==> src/rtl/fafs_pkg.sv <==
// -----------------------------------------------------------------------------
// fafs_pkg
// Shared definitions for the bit-serial adder/subtractor and its 1-bit cell.
//   state_e  : sequencer states (IDLE / RUN / DONE)
//   MODE_ADD : mode value selecting A+B+CIN
//   MODE_SUB : mode value selecting A-B-CIN
// -----------------------------------------------------------------------------
package fafs_pkg;

  typedef enum logic [1:0] {
    S_IDLE = 2'd0,
    S_RUN  = 2'd1,
    S_DONE = 2'd2
  } state_e;

  localparam logic MODE_ADD = 1'b0;
  localparam logic MODE_SUB = 1'b1;

endpackage : fafs_pkg

==> src/rtl/fafs_bit.sv <==
// -----------------------------------------------------------------------------
// fafs_bit
// Purely combinational 1-bit full adder / full subtractor cell.
// Ports:
//   a, b  : operand bits
//   c     : carry in (add) or borrow in (subtract)
//   mode  : MODE_ADD or MODE_SUB
//   r     : sum or difference bit
//   cout  : carry out (add) or borrow out (subtract)
// -----------------------------------------------------------------------------
module fafs_bit
  import fafs_pkg::*;
(
  input  logic a,
  input  logic b,
  input  logic c,
  input  logic mode,
  output logic r,
  output logic cout
);

  // Sum and difference bits are the same three-input parity.
  assign r = a ^ b ^ c;

  always_comb begin
    cout = (a & b) | (c & (a ^ b));
    if (mode == MODE_SUB) begin
      cout = (~a & b) | (c & ~(a ^ b));
    end
  end

endmodule : fafs_bit

==> src/rtl/serial_fafs.sv <==
// -----------------------------------------------------------------------------
// serial_fafs
// Bit-serial adder/subtractor. Two WIDTH-bit operands are processed LSB first,
// one bit per clock, through a single shared fafs_bit cell.
// Ports:
//   CLK    : clock, all state changes on the rising edge
//   RST    : synchronous active-high reset, overrides every other input
//   START  : operation request, only looked at while BUSY=0
//   MODE   : 0 = A+B+CIN, 1 = A-B-CIN
//   A, B   : operands, latched on the accepting edge
//   CIN    : initial carry/borrow, latched with the operands
//   BUSY   : high while bits are being processed
//   DONE   : one-cycle pulse, RESULT/CO/OV valid from this cycle
//   RESULT : sum or difference
//   CO     : final carry (add) or final borrow (subtract)
//   OV     : two's-complement signed overflow
//
// Handshake: a request is accepted on any rising edge where START=1 and
// BUSY=0 (IDLE or DONE). The operation then runs for exactly WIDTH cycles
// with BUSY=1, ignoring START and input changes, and DONE pulses for one
// cycle in the cycle that begins WIDTH edges after the accepting edge.
// RESULT/CO/OV hold from DONE until the next accepting edge.
// -----------------------------------------------------------------------------
module serial_fafs
  import fafs_pkg::*;
#(
  parameter int WIDTH = 8
) (
  input  logic             CLK,
  input  logic             RST,
  input  logic             START,
  input  logic             MODE,
  input  logic [WIDTH-1:0] A,
  input  logic [WIDTH-1:0] B,
  input  logic             CIN,
  output logic             BUSY,
  output logic             DONE,
  output logic [WIDTH-1:0] RESULT,
  output logic             CO,
  output logic             OV
);

  localparam int             CW   = $clog2(WIDTH + 1);
  localparam logic [CW-1:0]  LAST = CW'(WIDTH - 1);

  state_e           state_q, state_d;
  logic [CW-1:0]    cnt_q,   cnt_d;
  logic [WIDTH-1:0] a_q,     a_d;
  logic [WIDTH-1:0] b_q,     b_d;
  logic [WIDTH-1:0] res_q,   res_d;
  logic             mode_q,  mode_d;
  logic             c_q,     c_d;
  logic             co_q,    co_d;
  logic             ov_q,    ov_d;

  logic cell_r;
  logic cell_cout;

  // Operand registers shift right, so bit 0 is always the bit being processed.
  fafs_bit u_cell (
    .a    (a_q[0]),
    .b    (b_q[0]),
    .c    (c_q),
    .mode (mode_q),
    .r    (cell_r),
    .cout (cell_cout)
  );

  always_comb begin
    state_d = state_q;
    cnt_d   = cnt_q;
    a_d     = a_q;
    b_d     = b_q;
    res_d   = res_q;
    mode_d  = mode_q;
    c_d     = c_q;
    co_d    = co_q;
    ov_d    = ov_q;

    case (state_q)
      S_IDLE, S_DONE: begin
        state_d = S_IDLE;
        if (START) begin
          state_d = S_RUN;
          cnt_d   = '0;
          a_d     = A;
          b_d     = B;
          mode_d  = MODE;
          c_d     = CIN;
          res_d   = '0;
          co_d    = 1'b0;
          ov_d    = 1'b0;
        end
      end

      S_RUN: begin
        a_d   = a_q >> 1;
        b_d   = b_q >> 1;
        c_d   = cell_cout;
        cnt_d = cnt_q + CW'(1);
        // Result enters at the MSB; after WIDTH shifts bit 0 sits at the LSB.
        res_d            = res_q >> 1;
        res_d[WIDTH-1]   = cell_r;
        if (cnt_q == LAST) begin
          state_d = S_DONE;
          co_d    = cell_cout;
          // Carry into the MSB differs from carry out of it => signed overflow.
          ov_d    = c_q ^ cell_cout;
        end
      end

      default: state_d = S_IDLE;
    endcase
  end

  always_ff @(posedge CLK) begin
    if (RST) begin
      state_q <= S_IDLE;
      cnt_q   <= '0;
      a_q     <= '0;
      b_q     <= '0;
      res_q   <= '0;
      mode_q  <= 1'b0;
      c_q     <= 1'b0;
      co_q    <= 1'b0;
      ov_q    <= 1'b0;
    end else begin
      state_q <= state_d;
      cnt_q   <= cnt_d;
      a_q     <= a_d;
      b_q     <= b_d;
      res_q   <= res_d;
      mode_q  <= mode_d;
      c_q     <= c_d;
      co_q    <= co_d;
      ov_q    <= ov_d;
    end
  end

  assign BUSY   = (state_q == S_RUN);
  assign DONE   = (state_q == S_DONE);
  assign RESULT = res_q;
  assign CO     = co_q;
  assign OV     = ov_q;

endmodule : serial_fafs

==> config.mk <==
export PLATFORM = sky130hd
export DESIGN_NAME = serial_fafs
export DESIGN_NICKNAME = d
export VERILOG_FILES = /design/src/rtl/fafs_pkg.sv /design/src/rtl/fafs_bit.sv /design/src/rtl/serial_fafs.sv
export SDC_FILE = /design/constraint.sdc
export NUM_CORES = 1
export LEC_CHECK = 0
export BUFFER_PORTS_ARGS = -buffer_cell sky130_fd_sc_hd__buf_2
export CORE_ASPECT_RATIO = 1.5
export CORE_MARGIN = 5
export CORE_UTILIZATION = 40
export DETAILED_ROUTE_END_ITERATION = 10
export HOLD_SLACK_MARGIN = 0.1
export PLACE_DENSITY = 0.63
export SLEW_MARGIN = 10
export SYNTH_ARGS = -nofsm -noshare
export SYNTH_HDL_FRONTEND = slang
export SYNTH_HIERARCHICAL = 1
export SYNTH_SLANG_ARGS = --single-unit
==> constraint.sdc <==
create_clock -name CLK -period 2 [get_ports CLK]
set_input_delay 0.4 -clock CLK [delete_from_list [all_inputs] [get_ports CLK]]
set_output_delay 0.4 -clock CLK [all_outputs]
set_load 0.02 [all_outputs]
==> results.md, run 1 <==
CTS:
- In this run the post-CTS setup repair buffer count came out at 0.
- The clock-pin slew reported for the worst setup and hold paths after clock tree synthesis is 0.07 ns.
- TritonCTS built the clock tree.
- Clock tree synthesis inserted a total of 5 buffers.
- The H-tree was split into 2 levels.
- Post-CTS repair changed the size of 0 cells.
- The largest buffer count on any clock path is 2.
- The number of sinks driven by the clock tree is 34.
- The root buffer cell chosen for the clock tree is clkbuf_8.
- The number of hold buffers added after CTS is 0.
- The clock latency on the worst-skew pair is about 0.28 ns.

Pwr:
- The analysis attributes to cell leakage a power of between 0.6 and 0.7 nW.
- The total power per unit cell area is 824 nW/µm².
- The worst ir drop on vdd is 0.407 mV.

Cells and area:
- After routing the design area is 1710 µm².
- The layout-stage area growth over the synthesis result is 18.5%.
- The number of inserted diodes is 0.
- The layout net count is between 200 and 250.
- The fraction of layout instances using a drive strength above 1 is 0.234.

Yosys:
- The average instance in the mapped netlist occupies between 8 and 9 µm².
- The number of nets in the synthesized netlist is 191.
- After technology mapping, the gate count stands at about 170.
- After synthesis, the most frequently instantiated cells are dfxtp_1, a21oi_1, nand3_1.
- The predominant post-synthesis flop cell is dfxtp_1.
- For this run, the register share of the synthesized area comes to 0.471.
- The synthesized design contains 0 enable-type register cells.
- The async set-or-reset flop fraction in the synthesized netlist is 0.
- The number of warnings printed during yosys synthesis is 6.
- By area the synthesized netlist is led by dfxtp_1, a21oi_1, nand3_1.
- The summed instance area of the synthesized netlist is 1440 µm².
- After synthesis, the netlist uses 30 different library cells.
- The synthesized design contains 34 register bits.
- The library cell with the largest summed area after synthesis is dfxtp_1.
- The most used standard cell by instance count after synthesis is dfxtp_1.
- The share of synthesized area in the top cell type comes to 0.471.

Timing:
- On the final layout, the worst hold slack is 0.362 ns.
- The worst pin sits at a relative slew slack of 0.577.
- Setup repair after global routing left no endpoint under its margin.
- The pin slew with the least headroom to its limit is ~0.63 ns.
- Based on the critical path, the design can be clocked at up to approximately 560 MHz.
- The setup TNS is 0 ns.
- Setup violations remaining at the end of the flow were counted as 0.
- The final count of hold timing violations is 0.
- The ratio of final minimum period to clock period is 0.894.
- The final critical delay including setup and external delays is 1.79 ns.
- The worst clock skew is 0.00504 ns.
- The number of max-slew violations in the final report was 0.
- The minimum setup slack in the final design is approximately 0.21 ns.

Setup path:
- Counting both buffers and inverters, the worst setup path holds a total of 2.
- The data required time of the critical path is around 1.6 ns.
- The cell class contributing the biggest share of worst-path delay is buffers and inverters.
- The sort of element at the start of the critical path is a flop.
- In this run the worst path has a maximum fanout of 18.
- Walking the worst path, the cells encountered are nand2b_1, inv_2, buf_2.
- The reg2reg setup slack is around 0.22 ns.
- The worst setup path is captured at a primary output.
- The stage delay of the slowest cell on the critical path is around 0.31 ns.
- The arrival time of the worst setup path is 1.39 ns.
- The slowest stage of the critical path is the dfxtp_1 cell.
- By startpoint and endpoint, the worst setup path is classified as reg2out.

Global routing:
- The total global-route track usage is 0.144.
- The number of antenna violations at the first check in global routing is 0.
- The final global-route overflow total is 0.
- The first global-routing pass estimated 5550 µm of wire.
- The number of global-route vias before repair is roughly 1300.
- The largest net degree at the start of global routing is 38.

Die:
- In this run the count of I/O pins placed on the die edge is 33.
- The width of the chip is 59.1 µm.
- The number of cell rows is 26.
- The floorplan core area is roughly 3400 µm².
- Measured along the y axis, the die boundary spans 83.6 µm.
- For this configuration, the core starts out at a cell density of 0.419.
- The die covers 4940 µm².

Place:
- Prior to clock tree synthesis, the placed netlist has a worst setup slack of 0.241 ns.
- Routability-driven placement finished with a final weighted congestion of 0.795.
- The count of buffers inserted at the top-level ports is 32.
- After legalization and detailed placement, the total HPWL measured 2390 µm.
- The instance area after placement is 1620 µm².

Detailed routing:
- Using the TritonRoute via totals, the vias-per-cell ratio works out to 5.44.
- The count of antenna-violating nets left after detailed routing is 0.
- The pre-antenna-repair detailed-routing pass consisted of 4 iterations.
- The total via count in the routed design is approximately 1300.
- For this block, the initial DRC count from the detailed router was 33.
- The wire length after detailed routing is 3330 µm.
- The routed wirelength normalized by instance count is 13.9 µm.
- The DRC violation count after routing is 0.

Outcome:
- The run finished with clean final reports.

Min path:
- The type of the tightest min-delay check is in2reg.

Job:
- The max-capacitance violation count is 0.
tightest hold or removal path: stages:
cell	delay, ns
buf_2	0.09
nand2_1	0.05
a21oi_1	0.05
routing by layer:
metal | vias to the layer above | global-route usage | wire length [µm]
li1 | 648 | - | -
met1 | 612 | 0.142 | 1340
met2 | 35 | 0.256 | 1750
met3 | 4 | 0.0433 | 191
met4 | 0 | 0.0763 | 51
met5 | - | 0 | 0
flip-flops by register name, summed over array words and instances, names as in the netlist:
name and count:
CO 1, OV 1, RESULT 8, a_q 8, b_q 8, c_q 1, cnt_q 4, mode_q 1
state_q 2
worst paths after layout:
kind | from | end | cells after the start
max | state_q[1] | BUSY | 3
min | B[7] | b_q[7] | 3
max reg2reg | b_q[0] | CO | 5
min reg2reg | RESULT[6] | RESULT[5] | 2
placed cells by master (no fill, tap or decap):
cell type	n
o311ai_1	1
nand2_1	14
clkinv_2	1
buf_2	32
mux2i_1	1
buf_4	6
clkbuf_1	1
clkbuf_8	6
or3_1	1
fa_1	2
a311oi_1	1
a31oi_1	1
nand4b_1	1
nor3b_1	1
nand3b_1	1
nor2_1	2
inv_2	1
nand2b_1	4
nand3_1	29
a22oi_1	15
ha_1	1
dfxtp_1	34
xnor2_1	1
nor2b_1	2
a21oi_1	30
nor3_1	1
nand4_1	1
inv_1	4
mux2_1	1
or4b_1	1
final cells by class:
type / count / area [µm²]
fillers: 362 / 1740
flip-flops and latches: 34 / 681
multi-input cells: 112 / 663
repair buffers: 38 / 205
clock buffers: 7 / 86.3
well taps: 42 / 52.6
inverters: 5 / 18.8
clock inverters: 1 / 5.00
power by group:
group          leakage [nW]  internal, W  switching, W
registers             0.277     0.000708     0.0000204
clock network        0.0482     0.000277      0.000234
logic                 0.345    0.0000649      0.000106
per-stage QoR:
step | utilization | total power [W] | cells
global route | 0.496 | 0.00148 | 239
global placement | 0.470 | 0.000910 | 231
CTS | 0.496 | 0.00143 | 239
floorplan | - | 0.000863 | 167
finish | 0.496 | 0.00141 | 239
detailed placement | 0.470 | 0.000917 | 231
cells by family after synthesis:
family	after synthesis	share of synthesized area
buf+inv	21	0.0693
fa+ha+maj	3	0.0364
compound gates	48	0.198
xor+xnor	1	0.00607
flops	34	0.471
mux	2	0.0147
simple gates	58	0.204
Note: power is estimated with default switching activity, not from simulation.
==> run 2: changes to the inputs <==
Settings changed: CORE_UTILIZATION 40 to 52, PLACE_DENSITY 0.63 to 0.78.
==> run 2 against run 1 <==
Core utilization up 14 points. Clock skew down 0.0026 ns. Total power stayed put. Critical path type is now reg2reg. Critical path depth up 2. Final area is essentially flat. First-iteration DRC count grew 6.1%. Combinational power is essentially flat. Wire length down 6.4%. Count of clock-buffer cells in the layout did not move. Clock power about the same. Flip-flop and latch count unchanged. Register-to-register slack better by 0.02 ns.
==> results.md, run 2 (synthesized netlist as in run 1, its figures left out) <==
Detailed routing:
- The total via count in the routed design is 1321.
- The wire length after detailed routing is 3120 µm.
- The met3 wire length is between 200 and 250 µm.
- The total iterations of the first detailed-routing run is 4.
- The detailed router put a total of 1170 µm of wire on met1.
- The number of DRC markers in iteration 0 is 35.
- Dividing the detail-routed via count by the number of cells gives 5.62.
- The routed wire length on met2 is ~1700 µm.
- The count of antenna-violating nets left after detailed routing is 0.
- The routed wirelength normalized by instance count is 13.3 µm.
- The DRC violation count after routing is 0.
- The highest layer used for signal routing is met4.

CTS:
- Buffers added to address setup during post-CTS repair amount to 0.
- The clock passes through at most 2 buffers.
- The post-cts gate resize count is 0.
- The clock latency on the worst-skew pair is about 0.28 ns.
- The number of hold buffers added after CTS is 0.
- The tree is rooted in a clkbuf_8.
- TritonCTS built the clock tree.
- The tree built by TritonCTS fans out to 34 sinks.
- CTS built an H-tree with a depth of 2.
- The clock-pin slew reported for the worst setup and hold paths after clock tree synthesis is 0.07 ns.
- Clock tree synthesis inserted a total of 5 buffers.

Timing:
- The ratio of final minimum period to clock period is 0.878.
- The pin slew with the least headroom to its limit is 0.341 ns.
- The worst clock skew is ~0.0024 ns.
- The final count of hold timing violations came to 0.
- The setup TNS is 0 ns.
- Static timing analysis puts the maximum clock frequency at between 500 and 600 MHz.
- The final count of negative-setup-slack endpoints is 0.
- The number of max-slew violations in the final report came to 0.
- The smallest clock period supported by the final layout is computed as between 1.5 and 2 ns.
- Setup repair after global routing left no endpoint under its margin.
- Headroom to the max-slew limit came out at 0.773.

Setup path:
- The slowest stage cell on the critical path is or4b_1.
- The cell class contributing the biggest share of worst-path delay is simple AND/OR/NAND/NOR gates.
- The arrival time of the worst setup path is 1.94 ns.
- The reg-to-reg critical path startpoint is b_q[0].
- The worst path buffer plus inverter count is 1.
- The signal on the critical path passes through inv_1, fa_1, mux2i_1, or4b_1, o311ai_1.
- The maximum fanout along the worst path is 3.
- The sort of element at the end of the critical path is a flop.
- Data on the critical path is required at its endpoint by 2.19 ns.
- The largest single stage delay on the critical path is 0.47 ns.
- The sort of element at the start of the critical path is a flop.
- The critical path in this run is classified as reg2reg.
- Tracing the worst setup path back leads to its startpoint at b_q[0].

Pwr:
- Across the VDD grid, the largest voltage drop is 0.617 mV.
- The leakage power of the design is 0.676 nW.
- Dividing total power by cell area gives a power density of 823 nW/µm².

Cells and area:
- Measured on the finished design, the core utilization comes to 0.640.
- The fraction of layout instances using a drive strength above 1 is 0.237.
- The number of antenna diodes in the final layout is 0.
- The layout net count is 221.
- The layout-stage area growth over the synthesis result is 18.6%.
- In the layout the commonest cells are dfxtp_1, buf_2, a21oi_1.
- Leaving out fill and tap cells, the most frequent cell in the layout is dfxtp_1.

Global routing:
- The number of antenna violations at the first check in global routing is 0.
- The total global-route track usage is 0.180.
- The global-route wire length before repair is 5300 µm.
- The number of global-route vias before repair is 1304.
- The largest net degree at the start of global routing is 21.
- For this run the aggregate overflow at the end of global routing stands at 0.

Die:
- The width of the chip is 53.0 µm.
- The number of cell rows is 23.
- The number of I/O pins is 33.
- Measured along the y axis, the die boundary spans around 75 µm.
- The effective utilization at floorplan is 0.540.
- The floorplan core area is 2680 µm².
- The area of the die is approximately 4000 µm².

Place:
- At the end of routability-driven placement, the weighted congestion stood at approximately 0.76.
- The count of buffers inserted at the top-level ports is 32.
- The total half-perimeter wirelength after legalization and detailed placement is 2240 µm.

Min path:
- The type of the tightest min-delay check is in2reg.
- The worst min-delay path startpoint is A[7].

Job:
- The max-capacitance violation count is 0.

Outcome:
- The run finished with clean final reports.
run 2: changes by cell type in the layout (fill, tap and decap cells not counted):
cell   before  now
buf_4       6    7
run 2: cell type report:
type / instances / area, µm²
Clock inverter: 1 / 5.00
Multi-Input combinational cell: 112 / 663
Timing Repair Buffer: 39 / 213
Tap cell: 37 / 46.3
Inverter: 5 / 18.8
Sequential cell: 34 / 681
Clock buffer: 7 / 86.3
Fill cell: 240 / 963
run 2: layer usage:
layer	global-route usage	vias up
met5	0	-
met4	0.0767	0
met3	0.0601	6
met2	0.331	40
met1	0.178	623
li1	-	652
run 2: path summary, 6_finish.rpt:
kind               end  cells past startpoint  slack (ns)
max reg2reg         CO                      5        0.24
min             a_q[7]                      3        0.36
max                 CO                      5        0.24
min reg2reg  RESULT[0]                      2        0.47
run 2: tightest hold or removal path, stage by stage:
cell	delay (ns)
buf_2	0.09
nand2_1	0.04
a21oi_1	0.05
run 2: report_power, final:
| group | switching [W] | internal [W] |
|---|---|---|
| Clock | 0.000234 | 0.000277 |
| Sequential | 0.0000207 | 0.000708 |
| Combinational | 0.000104 | 0.0000666 |
| Total | 0.000359 | 0.00105 |
run 2: per-stage QoR:
stage	hold slack (ns)	instances	instance area [µm²]	setup slack, ns	power [W]
floorplan	0.448	167	1440	0.388	0.000863
global placement	0.449	227	1620	0.345	0.000906
detailed placement	0.464	227	1620	0.271	0.000915
CTS	0.346	235	1710	0.215	0.00143
global route	0.373	235	1710	0.0929	0.00147
finish	0.356	235	1710	0.244	0.00141
